**src/rtl/led_pkg.sv**
```systemverilog
// Shared types and helpers for the LED breathing display.
// FSM state encoding and bar-graph thresholds.
package led_pkg;

    typedef enum logic [2:0] {
        ST_IDLE,
        ST_RISE,
        ST_HOLD_HI,
        ST_FALL,
        ST_HOLD_LO
    } state_t;

    // Bar-graph segment threshold (seg 1..4) for a given level width
    function automatic int bar_thresh(input int bits, input int seg);
        if (seg == 1)
            return 1;
        else if (seg == 2)
            return 1 << (bits - 2);
        else if (seg == 3)
            return 1 << (bits - 1);
        else
            return (1 << bits) - 1;
    endfunction

endpackage

```
**src/rtl/led_breather_pwm_gen.sv**
```systemverilog
// PWM generator: free-running counter, duty shadow and LED compare.
// Duty only follows level at period end so a period is never cut short.
module pwm_gen #(
    parameter int BITS = 8
) (
    input  logic            clk,
    input  logic            reset,
    input  logic            clear,
    input  logic [BITS-1:0] level,
    output logic            led
);

    localparam logic [BITS-1:0] MAX = '1;

    logic [BITS-1:0] pwm_cnt;
    logic [BITS-1:0] duty;

    // Free-running counter, wraps MAX -> 0
    always_ff @(posedge clk or posedge reset) begin
        if (reset)
            pwm_cnt <= '0;
        else
            pwm_cnt <= pwm_cnt + BITS'(1);
    end

    // Shadow latch at period boundary; clear bypasses the boundary
    always_ff @(posedge clk or posedge reset) begin
        if (reset)
            duty <= '0;
        else if (clear)
            duty <= '0;
        else if (pwm_cnt == MAX)
            duty <= level;
    end

    // Registered compare; full duty stays solidly on
    always_ff @(posedge clk or posedge reset) begin
        if (reset)
            led <= 1'b0;
        else
            led <= (duty == MAX) | (pwm_cnt < duty);
    end

endmodule

```
**src/rtl/led_breather.sv**
```systemverilog
// Breathing LED driver: fades LED5 via PWM, bar graph on LED1-LED4.
// Brightness steps once per tick through rise, hold, fall, hold.
module led_breather
    import led_pkg::*;
#(
    parameter int PWM_BITS   = 8,
    parameter int STEP       = 8,
    parameter int HOLD_TICKS = 16
) (
    input  logic clk,
    input  logic reset,
    input  logic enable,
    input  logic tick,
    output logic LED1,
    output logic LED2,
    output logic LED3,
    output logic LED4,
    output logic LED5
);

    localparam logic [PWM_BITS-1:0] MAX = '1;
    localparam int HW = (HOLD_TICKS > 1) ? $clog2(HOLD_TICKS) : 1;
    localparam logic [PWM_BITS-1:0] STP = PWM_BITS'(STEP);
    localparam logic [PWM_BITS-1:0] TH1 = PWM_BITS'(bar_thresh(PWM_BITS, 1));
    localparam logic [PWM_BITS-1:0] TH2 = PWM_BITS'(bar_thresh(PWM_BITS, 2));
    localparam logic [PWM_BITS-1:0] TH3 = PWM_BITS'(bar_thresh(PWM_BITS, 3));
    localparam logic [HW-1:0] HOLD_LAST = HW'(HOLD_TICKS - 1);

    state_t              state;
    logic [PWM_BITS-1:0] level;
    logic [HW-1:0]       hold_cnt;
    logic [PWM_BITS:0]   up_sum;
    logic [PWM_BITS-1:0] lvl_up;
    logic [PWM_BITS-1:0] lvl_dn;
    logic                clr;

    assign clr = ~enable;

    // Saturating step arithmetic, one bit wider on the way up
    always_comb begin
        up_sum = {1'b0, level} + (PWM_BITS + 1)'(STEP);
        lvl_up = up_sum[PWM_BITS] ? MAX : up_sum[PWM_BITS-1:0];
        lvl_dn = (level > STP) ? (level - STP) : '0;
    end

    // Breathing sequencer; disable wins over tick
    always_ff @(posedge clk or posedge reset) begin
        if (reset) begin
            state    <= ST_IDLE;
            level    <= '0;
            hold_cnt <= '0;
        end else if (!enable) begin
            state    <= ST_IDLE;
            level    <= '0;
        end else begin
            unique case (state)
                ST_IDLE: begin
                    state <= ST_RISE;
                end
                ST_RISE: begin
                    if (tick) begin
                        level <= lvl_up;
                        if (lvl_up == MAX) begin
                            state    <= ST_HOLD_HI;
                            hold_cnt <= '0;
                        end
                    end
                end
                ST_HOLD_HI: begin
                    if (tick) begin
                        if (hold_cnt == HOLD_LAST)
                            state <= ST_FALL;
                        else
                            hold_cnt <= hold_cnt + HW'(1);
                    end
                end
                ST_FALL: begin
                    if (tick) begin
                        level <= lvl_dn;
                        if (lvl_dn == '0) begin
                            state    <= ST_HOLD_LO;
                            hold_cnt <= '0;
                        end
                    end
                end
                ST_HOLD_LO: begin
                    if (tick) begin
                        if (hold_cnt == HOLD_LAST)
                            state <= ST_RISE;
                        else
                            hold_cnt <= hold_cnt + HW'(1);
                    end
                end
                default: begin
                    state <= ST_IDLE;
                end
            endcase
        end
    end

    // Registered bar graph driven from level
    always_ff @(posedge clk or posedge reset) begin
        if (reset) begin
            LED1 <= 1'b0;
            LED2 <= 1'b0;
            LED3 <= 1'b0;
            LED4 <= 1'b0;
        end else begin
            LED1 <= level >= TH1;
            LED2 <= level >= TH2;
            LED3 <= level >= TH3;
            LED4 <= level == MAX;
        end
    end

    pwm_gen #(
        .BITS (PWM_BITS)
    ) u_pwm (
        .clk   (clk),
        .reset (reset),
        .clear (clr),
        .level (level),
        .led   (LED5)
    );

endmodule

```
**config.mk**
```make
export PLATFORM = sky130hd
export DESIGN_NAME = led_breather
export DESIGN_NICKNAME = d
export VERILOG_FILES = /design/src/rtl/led_pkg.sv /design/src/rtl/led_breather_pwm_gen.sv /design/src/rtl/led_breather.sv
export SDC_FILE = /design/constraint.sdc
export NUM_CORES = 1
export LEC_CHECK = 0
export ABC_AREA = 1
export CAP_MARGIN = 20
export CORE_MARGIN = 10
export CORE_UTILIZATION = 60
export CTS_CLUSTER_SIZE = 12
export DETAILED_ROUTE_END_ITERATION = 12
export PLACE_DENSITY = 0.76
export SLEW_MARGIN = 25
export SYNTH_ARGS = -nofsm -noshare
export SYNTH_HDL_FRONTEND = slang
export SYNTH_HIERARCHICAL = 1
export SYNTH_SLANG_ARGS = --single-unit
export TNS_END_PERCENT = 100
```
**constraint.sdc**
```tcl
create_clock -name clk -period 2.1 [get_ports clk]
set_input_delay 0.42 -clock clk [delete_from_list [all_inputs] [get_ports clk]]
set_output_delay 0.42 -clock clk [all_outputs]
set_load 0.01 [all_outputs]
```
# After elaboration in Yosys (flattened, before gate mapping)
# Cells that the tools add are included.
[totals]
in_bits = 4
regBits = 36
wordCells = 77
output_inout_bits = 5
[op_classes]
n_addsub = 4
n_bitwise = 1
reduce_logical = 7
n_mux = 25
order_cmp = 5
eq_ne = 25
[op_table]
columns = ["operator", "count"]
rows = [
  ["8-bit 2-to-1 mux", 7],
  ["8-bit == test (second input constant)", 4],
  ["3-bit 2-to-1 mux", 9],
  ["4-bit 2-to-1 mux", 6],
  ["3-bit inequality test (second input constant)", 8],
  ["8-bit one-hot mux with 2 select lines", 1],
  ["8-bit AND reduction", 2],
  ["3-bit one-hot mux with 5 select lines", 1],
  ["4-bit one-hot mux with 3 select lines", 1],
  ["2-bit inequality test (second input constant)", 5],
  ["8-bit by 4-bit adder with 9-bit output (second input constant)", 1],
  ["8-bit by 1-bit adder with 8-bit output (second input constant)", 1],
  ["8-bit by 1-bit greater-or-equal comparator with 1-bit output (second input constant)", 1],
  ["8-bit by 7-bit greater-or-equal comparator with 1-bit output (second input constant)", 1],
  ["8-bit greater-or-equal comparator (second input constant)", 1],
  ["8-bit by 4-bit > comparator with 1-bit output (second input constant)", 1],
  ["8-bit zero test", 1],
  ["8-bit less-than comparator", 1],
  ["8-bit by 4-bit subtractor with 8-bit output (second input constant)", 1],
  ["3-bit by 2-bit == test with 1-bit output (second input constant)", 2],
  ["4-bit by 1-bit adder with 4-bit output (second input constant)", 1],
  ["4-bit == test (second input constant)", 1],
  ["2-bit by 1-bit inequality test with 1-bit output (second input constant)", 2],
  ["3-bit by 1-bit == test with 1-bit output (second input constant)", 1],
  ["other kinds (7)", 7],
]

# Longest topological paths before layout
[depth]
word_depth = 7
ltp_mapped = 14

# Hierarchy
# The synthesis kept the hierarchy.
[modules_own_cells]
columns = ["mod", "area_per_inst_um2", "seq_area_each_um2", "cells_each", "instances"]
rows = [
  ["led_breather", 1350.0, 475.5, 188, 1],
  ["pwm_gen", 897.1, 425.4, 100, 1],
]

# Least setup slack after synthesis
# Ideal clock, no wire load.
[synth_timing]
path_kind = "reg2reg"
from = "register level[3]"
to = "register hold_cnt[2]"
synth_period_minus_slack_ns = 1.715
path_buffers = 0
setup_ns = 0.117
arrival_ns = 1.598
slack_ns = 0.385
path_stages_with_launch = 12
t_required_ns = 1.983
path_cell_list = "dfrtp_1 inv_1 ha_1 inv_1 o211ai_1 nand3_1 nand2_4 nand2_2 inv_2 nand2_2 nand2_1 nand2_1"
[synth_via]
elab_chain_cells = 5
word_cells_on_any_way = 10
cone_classes = "2 x add/sub; 1 x order compare; 3 x eq/ne; 2 x mux; 2 x reduce/logical"
[synth_lines]
columns = ["element", "line_no", "text"]
rows = [
  ["start: declaration", "led_breather.sv:30", "logic [PWM_BITS-1:0] level;"],
  ["start signal: assignment", "led_breather.sv:62", "level <= lvl_up;"],
  ["start signal: assignment", "led_breather.sv:79", "level <= lvl_dn;"],
  ["8-bit by 4-bit adder with 9-bit output (tied with other cells)", "led_breather.sv:41", "up_sum = {1'b0, level} + (PWM_BITS + 1)'(STEP);"],
  ["8-bit 2-to-1 mux, on equally long branches", "led_breather.sv:42, led_breather.sv:43", ""],
  ["8-bit == test or 8-bit zero test (tied branches)", "led_breather.sv:63, led_breather.sv:80", ""],
  ["2-bit inequality test (no line)", "-", ""],
  ["8-bit AND reduction (no line) *", "-", ""],
  ["end signal: assignment", "led_breather.sv:74", "hold_cnt <= hold_cnt + HW'(1);"],
  ["end signal: assignment", "led_breather.sv:91", "hold_cnt <= hold_cnt + HW'(1);"],
  ["end: declaration", "led_breather.sv:31", "logic [HW-1:0] hold_cnt;"],
]
# Mark *: on every way between the ends. The rest lies on a longest branch, timed or not.
# A chain may end at the register's enable or synchronous reset.

# Worst setup path in the final report
[layout_timing]
from = "register level[3]"
to = "register hold_cnt[3]"
# Same word-level chain as after synthesis.

==> flow_metrics.py <==
metrics = {
    "critical_path": {
        "crit_type": "flip-flop to flip-flop",
        "r2r-start": "level[3]",
        "critical_path.max_fanout": 9,
        "path_common_cell": "nand2_1",
        "crit_required_ps": 2280,
        "critPathLaunchType": "flip-flop",
        "critical_path.top_delay_family": "simple AND/OR/NAND/NOR gates",
        "worstPathArrival_ps": 2070,
        "cp-startpoint": "level[3]",
        "path_buf_inv": 3,
        "slowest_delay_ps": 480,
        "cp_slowest_cell": "dfrtp_2",
        "path_cells": "inv_1 -> ha_1 -> inv_1 -> nand2_1 -> nand2_1 -> o211ai_1 -> nand3_1 -> nand2_4 -> nand2_2 -> inv_2 -> nand2_2 -> nand2_1 -> nand2_1",
        "setup.worst_path.end_class": "flip-flop",
    },
    "global_routing": {
        "grt_max_degree": 20,
        "overflow": 0,
        "grt_usage_pct": 15.66,
        "grt_first_pass_wirelength_um": 8100,
        "grt_pass1_vias": 1759,
        "antenna_found_initial": 0,
    },
    "synthesis": {
        "synth_area_sq_um": 2247,
        "synthTopCellsByArea": "dfrtp_1 (40%), nand2_1 (13%), ha_1 (6.7%)",
        "ys_ff_latch": 36,
        "yosysTopAreaCell": "dfrtp_1",
        "synth_cell_types": 36,
        "netlist_instances": 288,
        "avgSynthCellArea_sq_um": 7.803,
        "synth_top_area_share_pct": 40.09,
        "synth-seq-area-share_pct": 40.09,
        "synth_warnings": 6,
        "syn_nets": 304,
    },
    "power_and_ir_drop": {
        "leakage_nw": 1.313,
        "peakVddDrop_mv": 0.5391,
        "clockPowerShare_pct": 29.4,
        "p_per_area_nw_per_um2": 811.7,
        "combPwrFrac_pct": 30.5,
        "p_sw_share_pct": 34.21,
        "power.switching_mw": 0.6913,
        "internal-power_mw": 1.330,
        "p_seq_share_pct": 40.1,
        "design_power_total_mw": 2.021,
    },
    "timing": {
        "slew-limit-headroom_pct": 58.18,
        "slew_viol_final": 0,
        "setup_violations": 0,
        "worst_slew_pin_slew_ps": 626.6,
        "rsz0062_at_grt": "false",
        "fin_crit_ps": 1887,
        "fin_crit_sh_pct": 89.87,
        "hold_viol_final": 0,
        "fmax_ghz": 0.5298,
        "skew_ps": 2.390,
        "final.setup.tns_ps": 0,
    },
    "cts": {
        "clk_pin_slew_ps": 70,
        "cts_made_buffers": 5,
        "clk-insertion-delay-late_ps": 280,
        "clock_sinks": 36,
        "cts_hold_buffers": 0,
        "cts_htree_levels": 2,
        "clockBufferDepth": 2,
        "cts_tree": "done",
        "clock-root-buffer": "clkbuf_8",
    },
    "run_status": {
        "outcome": "finished clean",
    },
    "route": {
        "routedWlPerCell_um": 13.41,
        "firstDrtPassIters": 4,
        "vias": 1883,
        "drtIter0Drc": 115,
        "drc": 0,
        "via_per_inst": 5.365,
        "wirelength_um": 4707,
        "ant_nets": 0,
    },
    "placement": {
        "dp_hpwl_um": 3549,
        "portBuffers": 8,
        "dp_cells": 343,
        "place_congestion": 0.9140,
    },
    "layout": {
        "final_common_cell": "nand2_1",
        "final_cell_count_no_fill": 351,
        "syn_to_final_growth_pct": 10.80,
        "fin_nets": 318,
        "antenna_cells_inserted": 0,
        "utilization_pct": 68.53,
        "drive_above_1_share_pct": 13.53,
        "final_cell_mix": "nand2_1 (78), inv_1 (35), dfrtp_1 (34)",
    },
    "die": {
        "rows": 22,
        "core_sq_um": 3633,
        "chipHeight_um": 81.20,
        "start_util_pct": 61.85,
        "die_w_um": 81.20,
        "io_pins": 9,
        "die_area_sq_um": 6593,
    },
    "flow_run": {
        "maxCapViolations": 0,
    },
    "hold_path": {
        "hold_path_class": "primary input to async pin",
    },
}
metal layers:
metal / share of wire [%] / vias to the layer above / GRT usage [%]
met3: 4.7 / 14 / 3.201
met1: 41 / 869 / 17.91
met4: 2.2 / 0 / 7.266
li1: - / 947 / -
met5: 0 / - / 0
met2: 52 / 53 / 27.39
logic make-up (layout without fill, tap and decap cells):
family                     after synthesis  count (layout)  synth area share (%)
and+or+nand+nor                        164             164                 35.80
DFF                                     36              36                 40.09
adders and majority gates               12              12                 6.681
xor gates and xnor gates                 8               8                 3.118
buffers and inverters                   44              59                 8.018
AOI/OAI and AO/OA                       24              24                 6.292
flip-flops by register name, summed over array words and instances (netlist names):
register	count
u_pwm/duty	8
u_pwm/led	1
hold_cnt	4
u_pwm/pwm_cnt	8
LED3	1
level	8
LED2	1
LED1	1
state	3
LED4	1
cell usage after synthesis:
cell type and instances:
or2_0 1, xnor2_1 3, o21ai_2 1, buf_6 1
nand2_2 8, o221ai_1 1, o21ai_0 7, buf_4 2
a21oi_1 6, xor2_1 5, nand3_2 1, clkbuf_1 1
or2_1 1, nor2_4 4, nor3_1 7, nand2_4 2
o21ai_1 4, a21boi_1 1, or2_2 1, inv_2 5
nand3_4 2, ha_1 12, dfrtp_1 36, a21oi_2 1
o32ai_1 1, inv_1 35, nand2_1 78, nor4_1 2
o22ai_1 1, nand4_1 4, nor2_2 3, nor2_8 1
nor2_1 23, nand3b_1 1, nand3_1 25, o211ai_1 1
worst paths after layout:
kind,endpoint,slack (ps),cells past startpoint
setup reg to reg,hold_cnt[3],210,13
min in group clk,u_pwm/pwm_cnt[0],490,1
hold reg to reg,u_pwm/pwm_cnt[0],490,1
max in group asynchronous,u_pwm/duty[6],1160,2
setup / recovery,hold_cnt[3],210,13
hold / removal,hold_cnt[3],490,3
power by group through the flow:
stage / sequential [mW] / clock [mW] / combinational, mW
after CTS: 0.807 / 0.612 / 0.613
after global routing: 0.818 / 0.641 / 0.708
after floorplan: 0.809 / 0 / 0.487
final: 0.810 / 0.594 / 0.616
after global placement: 0.817 / 0 / 0.608
after detailed placement: 0.819 / 0 / 0.605
stage by stage:
stage | cell area, sq um | setup slack (ps) | hold WS (ps)
2_1_floorplan | 2247 | 385.2 | 346.1
3_3_place_gp | 2380 | 197.4 | 460.4
3_5_place_dp | 2380 | 187.8 | 474.8
4_1_cts | 2487 | 156.4 | 488.8
5_1_grt | 2490 | 27.16 | 518.5
6_report | 2490 | 212.7 | 487.3
final cells by class:
class / instances / area [sq um]
clock buffer: 6 / 72.57
clock inverter: 2 / 35.03
fill: 301 / 1144
inverter: 40 / 150.1
multi-input combinational: 208 / 1166
sequential: 36 / 903.4
tap: 48 / 60.06
timing repair buffer: 11 / 102.6
repair_timing:
item | CTS | global route
endpoints found under the hold margin | 0 | 0
endpoints found under the setup margin | 0 | 7
resized for setup | 0 | 2
setup buffers | 0 | 0
worst register-to-register path, stage by stage (launching register included):
cell and delay (ps):
dfrtp_2 480, inv_1 170, ha_1 230, inv_1 60, nand2_1 50, nand2_1 70, o211ai_1 160, nand3_1 150
nand2_4 110, nand2_2 60, inv_2 70, nand2_2 70, nand2_1 70, nand2_1 50
No activity file was read; power rests on OpenSTA's default activity.
